**src/rtl/sfx_scheduler_if.sv**
```systemverilog
// Sound-effect scheduler bus: event requests and frame tick in,
// audio-voice trigger/select and status out.
interface sfx_scheduler_if;
  logic [3:0] req;
  logic       frame_end;
  logic       trigger;
  logic [1:0] voice_sel;
  logic [3:0] grant;
  logic       active;
  logic       dropped;

  // Event/game side drives requests and frame tick
  modport master (
    output req, frame_end,
    input  trigger, voice_sel, grant, active, dropped
  );

  // Scheduler side
  modport slave (
    input  req, frame_end,
    output trigger, voice_sel, grant, active, dropped
  );
endinterface

```
**src/rtl/sfx_scheduler.sv**
```systemverilog
// Fixed-priority sound-effect scheduler for a single audio voice.
// Edge-detects level requests into a pending set, grants the lowest index,
// plays it for a per-effect frame count, then inserts a silent gap.
// Lower-index requests preempt a playing effect; discarded events pulse dropped.
module sfx_scheduler #(
  parameter int unsigned DUR0       = 30,
  parameter int unsigned DUR1       = 16,
  parameter int unsigned DUR2       = 8,
  parameter int unsigned DUR3       = 4,
  parameter int unsigned GAP_FRAMES = 2
) (
  input  logic           clk,
  input  logic           reset,
  sfx_scheduler_if.slave bus
);

  typedef enum logic [1:0] {IDLE, START, PLAY, GAP} state_t;

  state_t     state_q;
  logic [3:0] req_q;
  logic [3:0] pending_q, pending_d;
  logic [7:0] cnt_q;
  logic [7:0] gcnt_q;
  logic [1:0] voice_sel_q;
  logic [3:0] grant_q;
  logic       trigger_q;
  logic       active_q;
  logic       dropped_q;

  logic [3:0] req_edge;
  logic [3:0] own;
  logic [3:0] clear;
  logic [1:0] sel_idx;
  logic       pend_any;
  logic       preempt;
  logic       take;
  logic       drop_d;

  // Play length per effect; a zero length still plays one frame
  function automatic logic [7:0] dur_of(input logic [1:0] idx);
    logic [7:0] d;
    case (idx)
      2'd0:    d = 8'(DUR0);
      2'd1:    d = 8'(DUR1);
      2'd2:    d = 8'(DUR2);
      default: d = 8'(DUR3);
    endcase
    return (d == 8'd0) ? 8'd1 : d;
  endfunction

  // Edge detect, priority pick, preemption and discard decisions
  always_comb begin
    req_edge = bus.req & ~req_q;
    own      = (state_q == START || state_q == PLAY) ? (4'b0001 << voice_sel_q) : 4'b0000;
    sel_idx  = 2'd0;
    for (int i = 3; i >= 0; i--)
      if (pending_q[i]) sel_idx = 2'(i);
    pend_any = |pending_q;
    preempt  = (state_q == PLAY) && pend_any && (sel_idx < voice_sel_q);
    take     = ((state_q == IDLE) && pend_any) || preempt;
    clear    = take ? (4'b0001 << sel_idx) : 4'b0000;
    // Re-triggering the effect that owns the voice is discarded, not queued
    pending_d = (pending_q | (req_edge & ~own)) & ~clear;
    drop_d    = (|(req_edge & pending_q)) | (|(req_edge & own)) | preempt;
  end

  // Scheduler FSM with registered outputs
  always_ff @(posedge clk) begin
    if (reset) begin
      state_q     <= IDLE;
      req_q       <= bus.req;  // a level held through reset yields no edge
      pending_q   <= 4'b0000;
      cnt_q       <= 8'd0;
      gcnt_q      <= 8'd0;
      voice_sel_q <= 2'd0;
      grant_q     <= 4'b0000;
      trigger_q   <= 1'b0;
      active_q    <= 1'b0;
      dropped_q   <= 1'b0;
    end else begin
      req_q     <= bus.req;
      pending_q <= pending_d;
      dropped_q <= drop_d;
      trigger_q <= 1'b0;
      case (state_q)
        IDLE: begin
          if (take) begin
            voice_sel_q <= sel_idx;
            grant_q     <= 4'b0001 << sel_idx;
            cnt_q       <= dur_of(sel_idx);
            trigger_q   <= 1'b1;
            active_q    <= 1'b1;
            state_q     <= START;
          end
        end
        START: state_q <= PLAY;  // frame ticks are ignored here
        PLAY: begin
          if (preempt) begin
            voice_sel_q <= sel_idx;
            grant_q     <= 4'b0001 << sel_idx;
            cnt_q       <= dur_of(sel_idx);
            trigger_q   <= 1'b1;
            state_q     <= START;
          end else if (bus.frame_end) begin
            if (cnt_q == 8'd1) begin
              gcnt_q   <= 8'(GAP_FRAMES);
              grant_q  <= 4'b0000;
              active_q <= 1'b0;
              state_q  <= GAP;
            end else begin
              cnt_q <= cnt_q - 8'd1;
            end
          end
        end
        GAP: begin
          // gcnt is zero on entry only when no gap is configured
          if (gcnt_q == 8'd0) begin
            state_q <= IDLE;
          end else if (bus.frame_end) begin
            gcnt_q <= gcnt_q - 8'd1;
            if (gcnt_q == 8'd1) state_q <= IDLE;
          end
        end
        default: state_q <= IDLE;
      endcase
    end
  end

  assign bus.trigger   = trigger_q;
  assign bus.voice_sel = voice_sel_q;
  assign bus.grant     = grant_q;
  assign bus.active    = active_q;
  assign bus.dropped   = dropped_q;

endmodule

```
**src/flat_wrapper.sv**
```systemverilog
// flat-port wrapper written by rule: the top's interface ports become plain ports
module sfx_scheduler_flat 
#(
  parameter int unsigned DUR0       = 30,
  parameter int unsigned DUR1       = 16,
  parameter int unsigned DUR2       = 8,
  parameter int unsigned DUR3       = 4,
  parameter int unsigned GAP_FRAMES = 2
)
  (clk, reset, bus_req, bus_frame_end, bus_trigger, bus_voice_sel, bus_grant, bus_active, bus_dropped);
  sfx_scheduler_if bus_i ();
  input  logic clk;
  input  logic reset;
  input wire logic [$bits(bus_i.req)-1:0] bus_req;
  input wire logic [$bits(bus_i.frame_end)-1:0] bus_frame_end;
  output wire logic [$bits(bus_i.trigger)-1:0] bus_trigger;
  output wire logic [$bits(bus_i.voice_sel)-1:0] bus_voice_sel;
  output wire logic [$bits(bus_i.grant)-1:0] bus_grant;
  output wire logic [$bits(bus_i.active)-1:0] bus_active;
  output wire logic [$bits(bus_i.dropped)-1:0] bus_dropped;
  assign bus_i.req = bus_req;
  assign bus_i.frame_end = bus_frame_end;
  assign bus_trigger = bus_i.trigger;
  assign bus_voice_sel = bus_i.voice_sel;
  assign bus_grant = bus_i.grant;
  assign bus_active = bus_i.active;
  assign bus_dropped = bus_i.dropped;
  sfx_scheduler #(.DUR0(DUR0), .DUR1(DUR1), .DUR2(DUR2), .DUR3(DUR3), .GAP_FRAMES(GAP_FRAMES)) u_core (.clk(clk), .reset(reset), .bus(bus_i));
endmodule
```
**config.mk**
```make
export PLATFORM = sky130hd
export DESIGN_NAME = sfx_scheduler_flat
export DESIGN_NICKNAME = d
export VERILOG_FILES = /design/src/rtl/sfx_scheduler_if.sv /design/src/rtl/sfx_scheduler.sv /design/src/flat_wrapper.sv
export SDC_FILE = /design/constraint.sdc
export NUM_CORES = 1
export LEC_CHECK = 0
export CAP_MARGIN = 15
export CORE_AREA = 2 2 59 72
export CTS_CLUSTER_SIZE = 25
export DETAILED_ROUTE_END_ITERATION = 7
export DIE_AREA = 0 0 61 74
export HOLD_SLACK_MARGIN = 0.1
export PLACE_DENSITY = 0.76
export SKIP_LAST_GASP = 1
export SYNTH_ARGS = -nofsm -noshare
export SYNTH_HDL_FRONTEND = slang
export SYNTH_SLANG_ARGS = --single-unit
```
**constraint.sdc**
```tcl
create_clock -name clk -period 2.9 [get_ports clk]
set_input_delay 0.29 -clock clk [delete_from_list [all_inputs] [get_ports clk]]
set_output_delay 0.29 -clock clk [all_outputs]
set_load 0.1 [all_outputs]
```
# Word level (Yosys, flattened, before mapping)
# Cells that the tools add are included.
# op_classes
n_lt_le_gt_ge	1
addsub	2
eq_ne	19
bitwise_logic	11
n_mux	50
n_reduce_logical	21
n_shift	2
# op_table
cell	count
2-to-1 mux 8 bit	17
one-hot mux 8 bit (2 select lines)	2
2-to-1 mux 2 bit	13
zero test 8 bit	3
2-to-1 mux 4 bit	6
AND 4 bit	5
== test 8 x 1 -> 1 bit, second input constant	2
subtractor 8 x 1 -> 8 bit, second input constant	2
one-hot mux 5 bit (3 select lines)	1
inequality test 3 x 2 -> 1 bit, second input constant	4
NOT 4 bit	3
OR reduction 4 bit	3
inequality test 2 bit, second input constant	5
AND reduction 5 bit	2
one-hot mux 2 bit (4 select lines)	1
one-hot mux 4 bit (2 select lines)	1
AND reduction 4 bit	2
left shift 1 x 2 -> 4 bit, first input constant	2
== test 2 bit, second input constant	3
2-to-1 mux 1 bit	6
AND reduction 6 bit	1
== test 2 x 1 -> 1 bit, second input constant	2
zero test 2 bit	2
inequality test 2 x 1 -> 1 bit, second input constant	2
other kinds (10)	16
# word_totals
ff_bits	35
input_bits	7
wordCells	116

# Depth between registers and ports, before layout
# Gate-level depths: netlist of run 1.
# logic_depth
depth_word	14
mapped_depth	10
mapped_depth_nobuf	9

# Least setup slack after synthesis of run 1
# OpenSTA, ideal clock, no wires.
# synth_path
kind	reg2reg
startpoint	reg u_core.voice_sel_q[1] (netlist: u_core.bus.voice_sel[1])
endpoint	reg u_core.cnt_q[2]
path_stages_with_launch	9
setup_slack_ns	0.024
setup_ns	0.119
t_arrival_ns	2.757
required_ns	2.781
cell_sequence	dfxtp_1 inv_1 ha_1 a21boi_0 o21a_1 o21a_1 buf_4 mux2_2 o221a_2
# synth_via
elab_chain_len	5
word_cells_on_any_way	9
cone_classes	1 x order compare; 3 x eq/ne; 2 x mux; 3 x reduce/logical
# synth_lines
item	line_no	text
from (decl)	sfx_scheduler.sv:24	logic [1:0] voice_sel_q;
from (signal assigned)	sfx_scheduler.sv:88	voice_sel_q <= sel_idx;
from (signal assigned)	sfx_scheduler.sv:99	voice_sel_q <= sel_idx;
less-than comparator 2 bit *	sfx_scheduler.sv:59	preempt = (state_q == PLAY) && pend_any && (sel_idx < voice_sel_q);
logical AND 1 bit *	sfx_scheduler.sv:59	
logical OR 1 bit	sfx_scheduler.sv:60	take = ((state_q == IDLE) && pend_any) || preempt;
inequality test 2 x 1 -> 1 bit (no line)	--	
AND reduction 4 bit (no line)	--	
to (signal assigned)	sfx_scheduler.sv:90	cnt_q <= dur_of(sel_idx);
to (signal assigned)	sfx_scheduler.sv:101	cnt_q <= dur_of(sel_idx);
to (signal assigned)	sfx_scheduler.sv:111	cnt_q <= cnt_q - 8'd1;
to (decl)	sfx_scheduler.sv:22	logic [7:0] cnt_q;
# Every way passes the cells marked *; elsewhere a longest branch is shown, timed or not.
# A chain may end at the register's enable or synchronous reset.

# Worst setup path in the final report of run 1
# layout_path
startpoint	reg u_core.pending_q[2]
endpoint	reg u_core.cnt_q[2]
# layout_via
elab_chain_len	12
word_cells_on_any_way	30
cone_classes	1 x order compare; 5 x eq/ne; 15 x mux; 9 x reduce/logical
# layout_lines
item	line_no	text
from (decl)	sfx_scheduler.sv:21	logic [3:0] pending_q, pending_d;
from (signal assigned)	sfx_scheduler.sv:82	pending_q <= pending_d;
2-to-1 mux 2 bit * (3 in series)	sfx_scheduler.sv:57	if (pending_q[i]) sel_idx = 2'(i);
via u_core.sel_idx[1]	sfx_scheduler.sv:33	logic [1:0] sel_idx;
== test 2 bit, or another cell as far along	sfx_scheduler.sv:42	case (idx)
one-hot mux 5 bit (3 select lines)	sfx_scheduler.sv:42	
2-to-1 mux 8 bit (on tied branches)	sfx_scheduler.sv:98, sfx_scheduler.sv:87	
2-to-1 mux 8 bit	sfx_scheduler.sv:85	case (state_q)
2-to-1 mux 8 bit	sfx_scheduler.sv:69	if (reset) begin
zero test 8 bit	sfx_scheduler.sv:48	return (d == 8'd0) ? 8'd1 : d;
2-to-1 mux 8 bit	sfx_scheduler.sv:48	
2-to-1 mux 8 bit (on tied branches)	sfx_scheduler.sv:98, sfx_scheduler.sv:87	
one-hot mux 8 bit (2 select lines)	sfx_scheduler.sv:85	
# Mark *: on every way through the listed nets, which the timed path passes. The rest lies on a longest branch. The select of a mux whose other input is x is not followed.

==> impl_metrics.tcl, run 1 <==
set metrics [dict create \
    yosys_most_used_dff "dfxtp_1" \
    start_kind "flop" \
    place_area_sq_um 2320 \
    finalClockSkew_ps 12.1 \
    fmax_ghz 0.378 \
    numClockSinks 35 \
    die_w_microns 61 \
    holdCritPathClass "in -> reg" \
    fill_cells 354 \
    ios 16 \
    synthAdderAreaFrac 0.0885 \
    synth_compound_area_frac 0.284 \
    p_per_area_nw_per_um2 1040 \
    numCtsBuffers 5 \
    arrival_ps 2830 \
    clk_path_buf_depth 2 \
    routabilityCongestion 0.890 \
    antenna_found_initial 0 \
    start_util 0.551 \
    max_slew_margin 0.473 \
    htreeDepth 2 \
    synth_area_leader_cell "dfxtp_1" \
    dp_hpwl_microns 3690 \
    ys_ff_latch 35 \
    syn2layout_area_growth_pct 13.3 \
    crit_type "reg -> reg" \
    core_area_sq_um 3850 \
    fp.dieArea_sq_um 4510 \
    cts_resized 0 \
    wl_per_cell_microns 15.1 \
    p_leak_nw 0.950 \
    postLayoutCoreUtil 0.624 \
    cp-end-kind "flop" \
    synthMuxAreaShare 0.0248 \
    yosysWarnings 0 \
    yosysTopAreaCellShare 0.330 \
    post-route-period-util 0.912 \
    drv_cap 0 \
    synthXorXnorAreaFrac 0 \
    tightest_slew_ps 783 \
    syn-cell-area_sq_um 2120 \
    grtUsageTotal 0.236 \
    hold_depth 1 \
    cpPeakStageDelay_ps 360 \
    dp_cells 314 \
    crit_fanout 8 \
    die_y_microns 74 \
    finalHoldViolations 0 \
    final_cell_area_sq_um 2400 \
    hold_buffers 0 \
    fin_cells 322 \
    layout-drive-gt1-share 0.142 \
    cpMaxStageDelayCell "dfxtp_1" \
    worstPathRequired_ps 3080 \
    dr_total_vias 1944 \
    diodes 0 \
    synth_edf_count 0 \
    setup_tns_ps 0 \
    drt_iter0_drc 78 \
    yosysUniqueCellTypes 58 \
    rsz0062_at_grt "no" \
    grt_pass1_wl_microns 7960 \
    rows 25 \
    grt_max_degree 16 \
    synth_fp_nets 270 \
    viasPerCell 6.04 \
    synthCells 248 \
    async_flop_share 0 \
    r2r_cells 8 \
    vdd_ir_drop_max_mv 0.565 \
    ys_seq_area_frac 0.330 \
    slew_violations 0 \
    avgSynthCellArea_sq_um 8.55 \
    setup_viol 0 \
    cts_root_buf "clkbuf_8" \
    nNetsFinal 289 \
    synthTopCellsByArea "dfxtp_1 33%, ha_1 8.8%, a21oi_1 5.4%, inv_1 3.2%, nor2_1 3.2%" \
    status "finished, final reports clean" \
    first_global_vias 1706 \
    post-cts-setup-buffer-count 0 \
    drc_errors 0 \
    path_cells "o21ai_0, inv_1, ha_1, a21boi_0, o21a_1, o21a_1, mux2_2, o221a_2" \
    cts_tree "done" \
    routed_wl_microns 4850 \
    synth_simple_gate_area_frac 0.221 \
    drtAntennaViolNets 0 \
    path_common_cell "o21a_1" \
    cts.clk_slew.worst_paths_ps 70 \
    synth_top_family_by_area "compound AO/OA/AOI/OAI gates" \
    port_buffers 15 \
    worstSkewPairLatency_ps 290 \
    fin_crit_ps 2640 \
    first_pass_iters 4 \
    gr-total-overflow 0 \
]
metrics by stage:
step | hold slack [ps] | setup slack [ps] | total power [mW]
floorplan | 318 | 24.1 | 1.83
global placement | 462 | 282 | 2.12
detailed placement | 468 | 204 | 2.13
CTS | 466 | 174 | 2.48
global route | 470 | 12.9 | 2.66
finish | 471 | 256 | 2.49
cell families after synthesis:
kind of cell	after synthesis
muxes	5
AOI/OAI and AO/OA	82
adders and majority gates	15
DFF	35
buffers and inverters	27
and+or+nand+nor	84
cells in the mapped netlist (2+ instances only):
cell type	count
a211oi_1	4
a21oi_1	23
a221oi_1	3
a22o_1	3
a311oi_1	2
a31oi_1	4
a32o_1	2
buf_4	2
clkbuf_1	6
dfxtp_1	35
ha_1	15
inv_1	18
mux2_2	2
mux2i_1	3
nand2_1	14
nand2b_1	8
nand3_1	7
nand4_1	2
nor2_1	18
nor2b_1	3
nor3_1	4
nor3b_1	2
nor4_1	4
o211ai_1	2
o21a_1	3
o21ai_0	8
o21ai_1	2
o31a_1	2
o31ai_1	5
o32ai_1	3
o41ai_1	3
or3_1	3
or3_2	2
or4_1	7
path summary, 6_finish.rpt:
| kind | start | endpoint | slack (ps) |
|---|---|---|---|
| setup reg to reg | u_core.pending_q[2] | u_core.cnt_q[2] | 260 |
| hold / removal | bus_req[0] | u_core.req_q[0] | 470 |
| hold reg to reg | u_core.bus.grant[0] | u_core.bus.grant[0] | 470 |
| setup / recovery | u_core.pending_q[2] | u_core.cnt_q[2] | 260 |
cell type report:
| class | instances | area (sq um) | area share |
|---|---|---|---|
| flip-flops and latches | 35 | 701 | 0.292 |
| well taps | 54 | 67.6 | 0.0281 |
| clock buffers | 7 | 76.3 | 0.0318 |
| multi-input cells | 186 | 1310 | 0.546 |
| clock inverters | 1 | 5.00 | 0.00208 |
| inverters | 18 | 67.6 | 0.0281 |
| repair buffers | 21 | 173 | 0.0719 |
worst max-delay path, delay by kind of cell, from the launching register on:
kind / cells / cell delay [ps]
buf+inv: 1 / 180
flops: 1 / 360
compound gates: 5 / 1360
mux: 1 / 340
fa+ha+maj: 1 / 300
per-layer routing:
metal / vias up / GRT usage / wire, microns
met5: - / 0 / 0
met4: 0 / 0.0845 / 96
met3: 10 / 0.0417 / 130
met2: 33 / 0.397 / 2400
met1: 926 / 0.302 / 2220
li1: 975 / - / -
power breakdown:
| group | switching, mW | internal, mW |
|---|---|---|
| logic | 0.919 | 0.508 |
| registers | 0.119 | 0.601 |
| clock network | 0.171 | 0.168 |
| total | 1.21 | 1.28 |
layout by cell type (no fill, tap or decap), types with 5 or more instances in the layout:
cell / instances
dfxtp_1: 35
a21oi_1: 23
inv_1: 18
nor2_1: 17
ha_1: 15
buf_4: 15
nand2_1: 14
o21ai_0: 8
nand2b_1: 8
nand3_1: 7
or4_1: 7
clkdlybuf4s50_1: 6
o31ai_1: 5
clkbuf_8: 5
flip-flops by register name, indices dropped and copies added (netlist names):
register and cells:
u_core.bus.grant 4, u_core.pending_q 4, u_core.gcnt_q 8, u_core.bus.trigger 1, u_core.cnt_q 8, u_core.bus.active 1, u_core.req_q 4, u_core.bus.voice_sel 2
u_core.bus.dropped 1, u_core.state_q 2
(Power assumes the default switching activity.)
==> run 2, diff against run 1 <==
--- a/config.mk
+++ b/config.mk
@@ -12,6 +12,7 @@
 export DIE_AREA = 0 0 61 74
 export HOLD_SLACK_MARGIN = 0.1
 export PLACE_DENSITY = 0.76
+export REMOVE_ABC_BUFFERS = 1
 export SKIP_LAST_GASP = 1
 export SYNTH_ARGS = -nofsm -noshare
 export SYNTH_HDL_FRONTEND = slang
==> run 2 against run 1 <==
Combinational power barely moved. Clock power is essentially flat. Total power increased by 0.12%. Cell count unchanged. Largest cell class unchanged. Highest routed layer unchanged.
==> impl_metrics.tcl, run 2 (synthesis gave the netlist of run 1 again) <==
set metrics [dict create \
    dr_total_vias 1938 \
    crit_type "reg -> reg" \
    antenna_found_initial 0 \
    grt_pass1_wl_microns 8290 \
    setup_viol 0 \
    reg2reg_setup_slack_ps 260 \
    post-cts-setup-buffer-count 0 \
    start_kind "flop" \
    cp-end-kind "flop" \
    cts_resized 0 \
    p_per_area_nw_per_um2 1040 \
    hold_depth 1 \
    dp_slack_ps 104 \
    setup_tns_ps 0 \
    grt_util_met2 0.407 \
    drtAntennaViolNets 0 \
    layout-drive-gt1-share 0.146 \
    crit_fanout 8 \
    worstPathRequired_ps 3080 \
    power_frac_comb 0.573 \
    fp.dieArea_sq_um 4510 \
    top_regs "u_core.cnt_q x8, u_core.gcnt_q x8" \
    r2r_cells 10 \
    diodes 0 \
    core_area_sq_um 3850 \
    p_sw_mw 1.21 \
    top_usage_layer "met2" \
    worstSkewPairLatency_ps 290 \
    first_pass_iters 4 \
    finalWorstSetupSlack_ps 256 \
    port_buffers 15 \
    syn2layout_area_growth_pct 13.3 \
    hold_buffers 0 \
    drv_cap 0 \
    finalHoldViolations 0 \
    hp-start "bus_req[1]" \
    rsz0062_at_grt "no" \
    slew_violations 0 \
    first_global_vias 1846 \
    cts_root_buf "clkbuf_8" \
    wl_per_cell_microns 15.2 \
    fill_cells 354 \
    post-route-period-util 0.912 \
    grtUsageTotal 0.244 \
    status "finished, final reports clean" \
    clk_path_buf_depth 2 \
    holdCritPathClass "in -> reg" \
    drc_errors 0 \
    gr-usage-met1 0.300 \
    dp_cells 314 \
    gr-total-overflow 0 \
    hold_end "u_core.req_q[1]" \
    numClockSinks 35 \
    p_clk_frac 0.137 \
    cts.clk_slew.worst_paths_ps 70 \
    dp_hpwl_microns 3730 \
    nNetsFinal 289 \
    arrival_ps 2820 \
    routabilityCongestion 0.870 \
    place_area_sq_um 2320 \
    fmax_ghz 0.378 \
    ios 16 \
    htreeDepth 2 \
    internal_power_mw 1.28 \
    routed_wl_microns 4890 \
    final_common_cell "dfxtp_1" \
    p_leak_nw 0.950 \
    cts_tree "done" \
    postLayoutCoreUtil 0.625 \
    hold_slack_ps 460 \
    layout_common_cells "35 x dfxtp_1, 23 x a21oi_1, 18 x inv_1, 17 x nor2_1" \
    totalPowerFinal_mw 2.49 \
    rows 25 \
    max_slew_margin 0.617 \
    fin_cells 322 \
    finalClockSkew_ps 3.77 \
    die_y_microns 74 \
    tightest_slew_ps 571 \
    start_util 0.551 \
    numCtsBuffers 5 \
    viasPerCell 6.02 \
    r2r-start "u_core.pending_q[1]" \
    switching_share 0.488 \
    die_w_microns 61 \
    vdd_ir_drop_max_mv 0.610 \
    pwr-share-seq 0.290 \
    drt_iter0_drc 121 \
    grt.met3_usage 0.0504 \
    fin_crit_ps 2640 \
    grt_max_degree 15 \
    final_cell_area_sq_um 2400 \
    r2r_end "u_core.gcnt_q[0]" \
]
==> run 2: worst max-delay path by stage <==
| stage | startpoint | end | slack [ps] |
|---|---|---|---|
| CTS | u_core.pending_q[1] | u_core.gcnt_q[3] | 90 |
| floorplan | u_core.bus.voice_sel[1] | u_core.cnt_q[2] | -5 |
| global route | u_core.pending_q[1] | u_core.cnt_q[1] | 50 |
| detailed placement | u_core.pending_q[1] | u_core.gcnt_q[3] | 100 |
| global placement | u_core.pending_q[2] | u_core.gcnt_q[3] | 270 |
| finish | u_core.pending_q[1] | u_core.gcnt_q[0] | 260 |
==> run 2: power groups by stage <==
stage | Combinational (mW) | Clock [mW] | Sequential (mW)
2_1_floorplan | 0.875 | 0 | 0.931
3_3_place_gp | 1.39 | 0 | 0.725
3_5_place_dp | 1.41 | 0 | 0.728
4_1_cts | 1.42 | 0.350 | 0.718
5_1_grt | 1.57 | 0.368 | 0.741
6_report | 1.43 | 0.341 | 0.721
==> run 2: critical path, cell delays in order, from the launching register on <==
cell	delay, ps
dfxtp_1	440
nor2_1	90
o21ai_0	150
inv_1	180
ha_1	310
a21boi_0	280
o21a_2	300
o21ai_2	150
o41ai_4	360
buf_4	210
a21oi_1	50
==> run 2: layer usage <==
metal / routed length, microns / share of wire / vias up
met4: 110 / 0.022 / 0
met5: 0 / 0 / -
met3: 213 / 0.044 / 13
met2: 2430 / 0.50 / 68
li1: - / - / 970
met1: 2140 / 0.44 / 887
==> run 2: layout make-up <==
class | instances | area [sq um] | share of cell area
multi-input cells | 186 | 1310 | 0.547
flip-flops and latches | 35 | 701 | 0.292
repair buffers | 21 | 173 | 0.0718
clock buffers | 7 | 76.3 | 0.0318
inverters | 18 | 67.6 | 0.0281
well taps | 54 | 67.6 | 0.0281
clock inverters | 1 | 5.00 | 0.00208
==> run 3, diff against run 2 <==
--- a/config.mk
+++ b/config.mk
@@ -6,13 +6,12 @@
 export NUM_CORES = 1
 export LEC_CHECK = 0
 export CAP_MARGIN = 15
-export CORE_AREA = 2 2 59 72
+export CORE_AREA = 2 2 58 71
 export CTS_CLUSTER_SIZE = 25
 export DETAILED_ROUTE_END_ITERATION = 7
-export DIE_AREA = 0 0 61 74
+export DIE_AREA = 0 0 60 73
 export HOLD_SLACK_MARGIN = 0.1
-export PLACE_DENSITY = 0.76
-export REMOVE_ABC_BUFFERS = 1
+export PLACE_DENSITY = 0.78
 export SKIP_LAST_GASP = 1
 export SYNTH_ARGS = -nofsm -noshare
 export SYNTH_HDL_FRONTEND = slang
==> constraint.sdc (replaced) <==
create_clock -name clk -period 3.07 [get_ports clk]
set_input_delay 0.307 -clock clk [delete_from_list [all_inputs] [get_ports clk]]
set_output_delay 0.307 -clock clk [all_outputs]
set_load 0.1 [all_outputs]
==> run 3 against run 2 <==
Combinational power decreased by 6%. Clock skew increased by 3.5 ps. Critical path depth decreased by 2. Clock-buffer cell count decreased by 1. Via count increased by 1.1%. Critical endpoint is now u_core.gcnt_q[5]. Setup slack improved by 52 ps. Largest power group unchanged. Die area decreased by 3.0%. Critical path type unchanged. First-iteration DRC count decreased by 27%.
==> impl_metrics.tcl, run 3 (synthesis gave the netlist of run 1 again) <==
set metrics [dict create \
    path_buf_inv 1 \
    vdd_ir_drop_max_mv 0.558 \
    port_buffers 15 \
    dr_total_vias 1960 \
    worstSkewPairLatency_ps 300 \
    fmax_ghz 0.362 \
    top_usage_layer "met2" \
    gr-usage-met1 0.303 \
    layout_common_cells "35 x dfxtp_1, 23 x a21oi_1, 18 x nor2_1, 18 x inv_1, 15 x ha_1" \
    post-route-period-util 0.900 \
    tightest_slew_ps 969 \
    dp_hpwl_microns 3620 \
    grt.met3_usage 0.0496 \
    max_slew_margin 0.352 \
    clk_path_buf_depth 2 \
    crit_fanout 8 \
    cts_tree "done" \
    numClockSinks 35 \
    cp_top_family "compound AO/OA/AOI/OAI gates" \
    drt_iter0_drc 88 \
    post-cts-setup-buffer-count 0 \
    start_kind "flop" \
    cpPeakStageDelay_ps 540 \
    fill_cells 318 \
    hold_buffers 0 \
    top_regs "u_core.cnt_q x8, u_core.gcnt_q x8" \
    crit_type "reg -> reg" \
    totalPowerFinal_mw 2.47 \
    routabilityCongestion 0.932 \
    status "finished, final reports clean" \
    cts_resized 0 \
    antenna_found_initial 0 \
    cts.clk_slew.worst_paths_ps 80 \
    start_util 0.560 \
    htreeDepth 2 \
    grtUsageTotal 0.249 \
    layout-drive-gt1-share 0.117 \
    setup_tns_ps 0 \
    core_area_sq_um 3780 \
    p_leak_nw 0.947 \
    syn2layout_area_growth_pct 15.2 \
    cpMaxStageDelayCell "o41ai_4" \
    finalClockSkew_ps 7.29 \
    place_area_sq_um 2320 \
    routed_wl_microns 4980 \
    first_pass_iters 4 \
    die_w_microns 60 \
    rsz0062_at_grt "no" \
    gr-total-overflow 0 \
    arrival_ps 2950 \
    numCtsBuffers 5 \
    nNetsFinal 287 \
    die_y_microns 73 \
    grt_util_met2 0.406 \
    drv_cap 0 \
    rows 25 \
    grt_pass1_wl_microns 8250 \
    final_common_cell "dfxtp_1" \
    first_global_vias 1838 \
    drc_errors 0 \
    cts_root_buf "clkbuf_8" \
    fp.dieArea_sq_um 4380 \
    holdCritPathClass "in -> reg" \
    fin_crit_ps 2760 \
    grt_max_degree 17 \
    drtAntennaViolNets 0 \
    hold_slack_ps 469 \
    slew_violations 0 \
    wl_per_cell_microns 15.6 \
    setup_viol 0 \
    worstPathRequired_ps 3260 \
    p_per_area_nw_per_um2 1010 \
    cp-end-kind "flop" \
    ios 16 \
    diodes 0 \
    final_cell_area_sq_um 2440 \
    viasPerCell 6.13 \
    finalHoldViolations 0 \
    path_cells "o21ai_0, inv_1, ha_1, a21boi_0, o21a_2, o21ai_2, o41ai_4, o21ba_2" \
]
## run 3: cell count changes in the layout (fill, tap and decap cells not counted), sizes merged
cell | before | now
buf | 15 | 6
bufinv | 0 | 1
clkbuf | 7 | 6
clkdlybuf4s50 | 6 | 13
clkinv | 1 | 0
inv | 18 | 19
## run 3: worst paths after layout
check,startpoint,endpoint,slack [ps],cells past startpoint
worst min register to register,u_core.bus.grant[2],u_core.bus.grant[2],480,1
worst max-delay path,u_core.pending_q[2],u_core.gcnt_q[5],310,8
worst max register to register,u_core.pending_q[2],u_core.gcnt_q[5],310,8
worst min-delay path,bus_req[1],u_core.req_q[1],470,1
## run 3: cell type report
| cell class | instances | area, sq um | share of cell area |
|---|---|---|---|
| Sequential cell | 35 | 701 | 0.287 |
| Clock inverter | 2 | 38.8 | 0.0159 |
| Inverter | 18 | 67.6 | 0.0276 |
| Tap cell | 54 | 67.6 | 0.0276 |
| Clock buffer | 6 | 82.6 | 0.0338 |
| Timing Repair Buffer | 19 | 175 | 0.0717 |
| Multi-Input combinational cell | 186 | 1310 | 0.537 |
## run 3: per-stage QoR
| stage | util | setup WS, ps | std cells |
|---|---|---|---|
| final | 0.646 | 308 | 320 |
| after global routing | 0.646 | 50.9 | 320 |
| after CTS | 0.645 | 283 | 320 |
| after detailed placement | 0.613 | 291 | 312 |
| after global placement | 0.613 | 436 | 312 |
| after floorplan | - | 194 | 248 |
## run 3: layer usage
metal	routed length (microns)	up-vias	share of wire
met4	133	0	0.027
met5	0	-	0
met3	224	9	0.045
met2	2560	57	0.51
li1	-	967	-
met1	2070	927	0.41
## run 3: where the power goes
group / switching, mW / total, mW / internal [mW]
clock: 0.177 / 0.443 / 0.267
sequential: 0.114 / 0.682 / 0.567
combinational: 0.868 / 1.35 / 0.481
total: 1.16 / 2.47 / 1.32
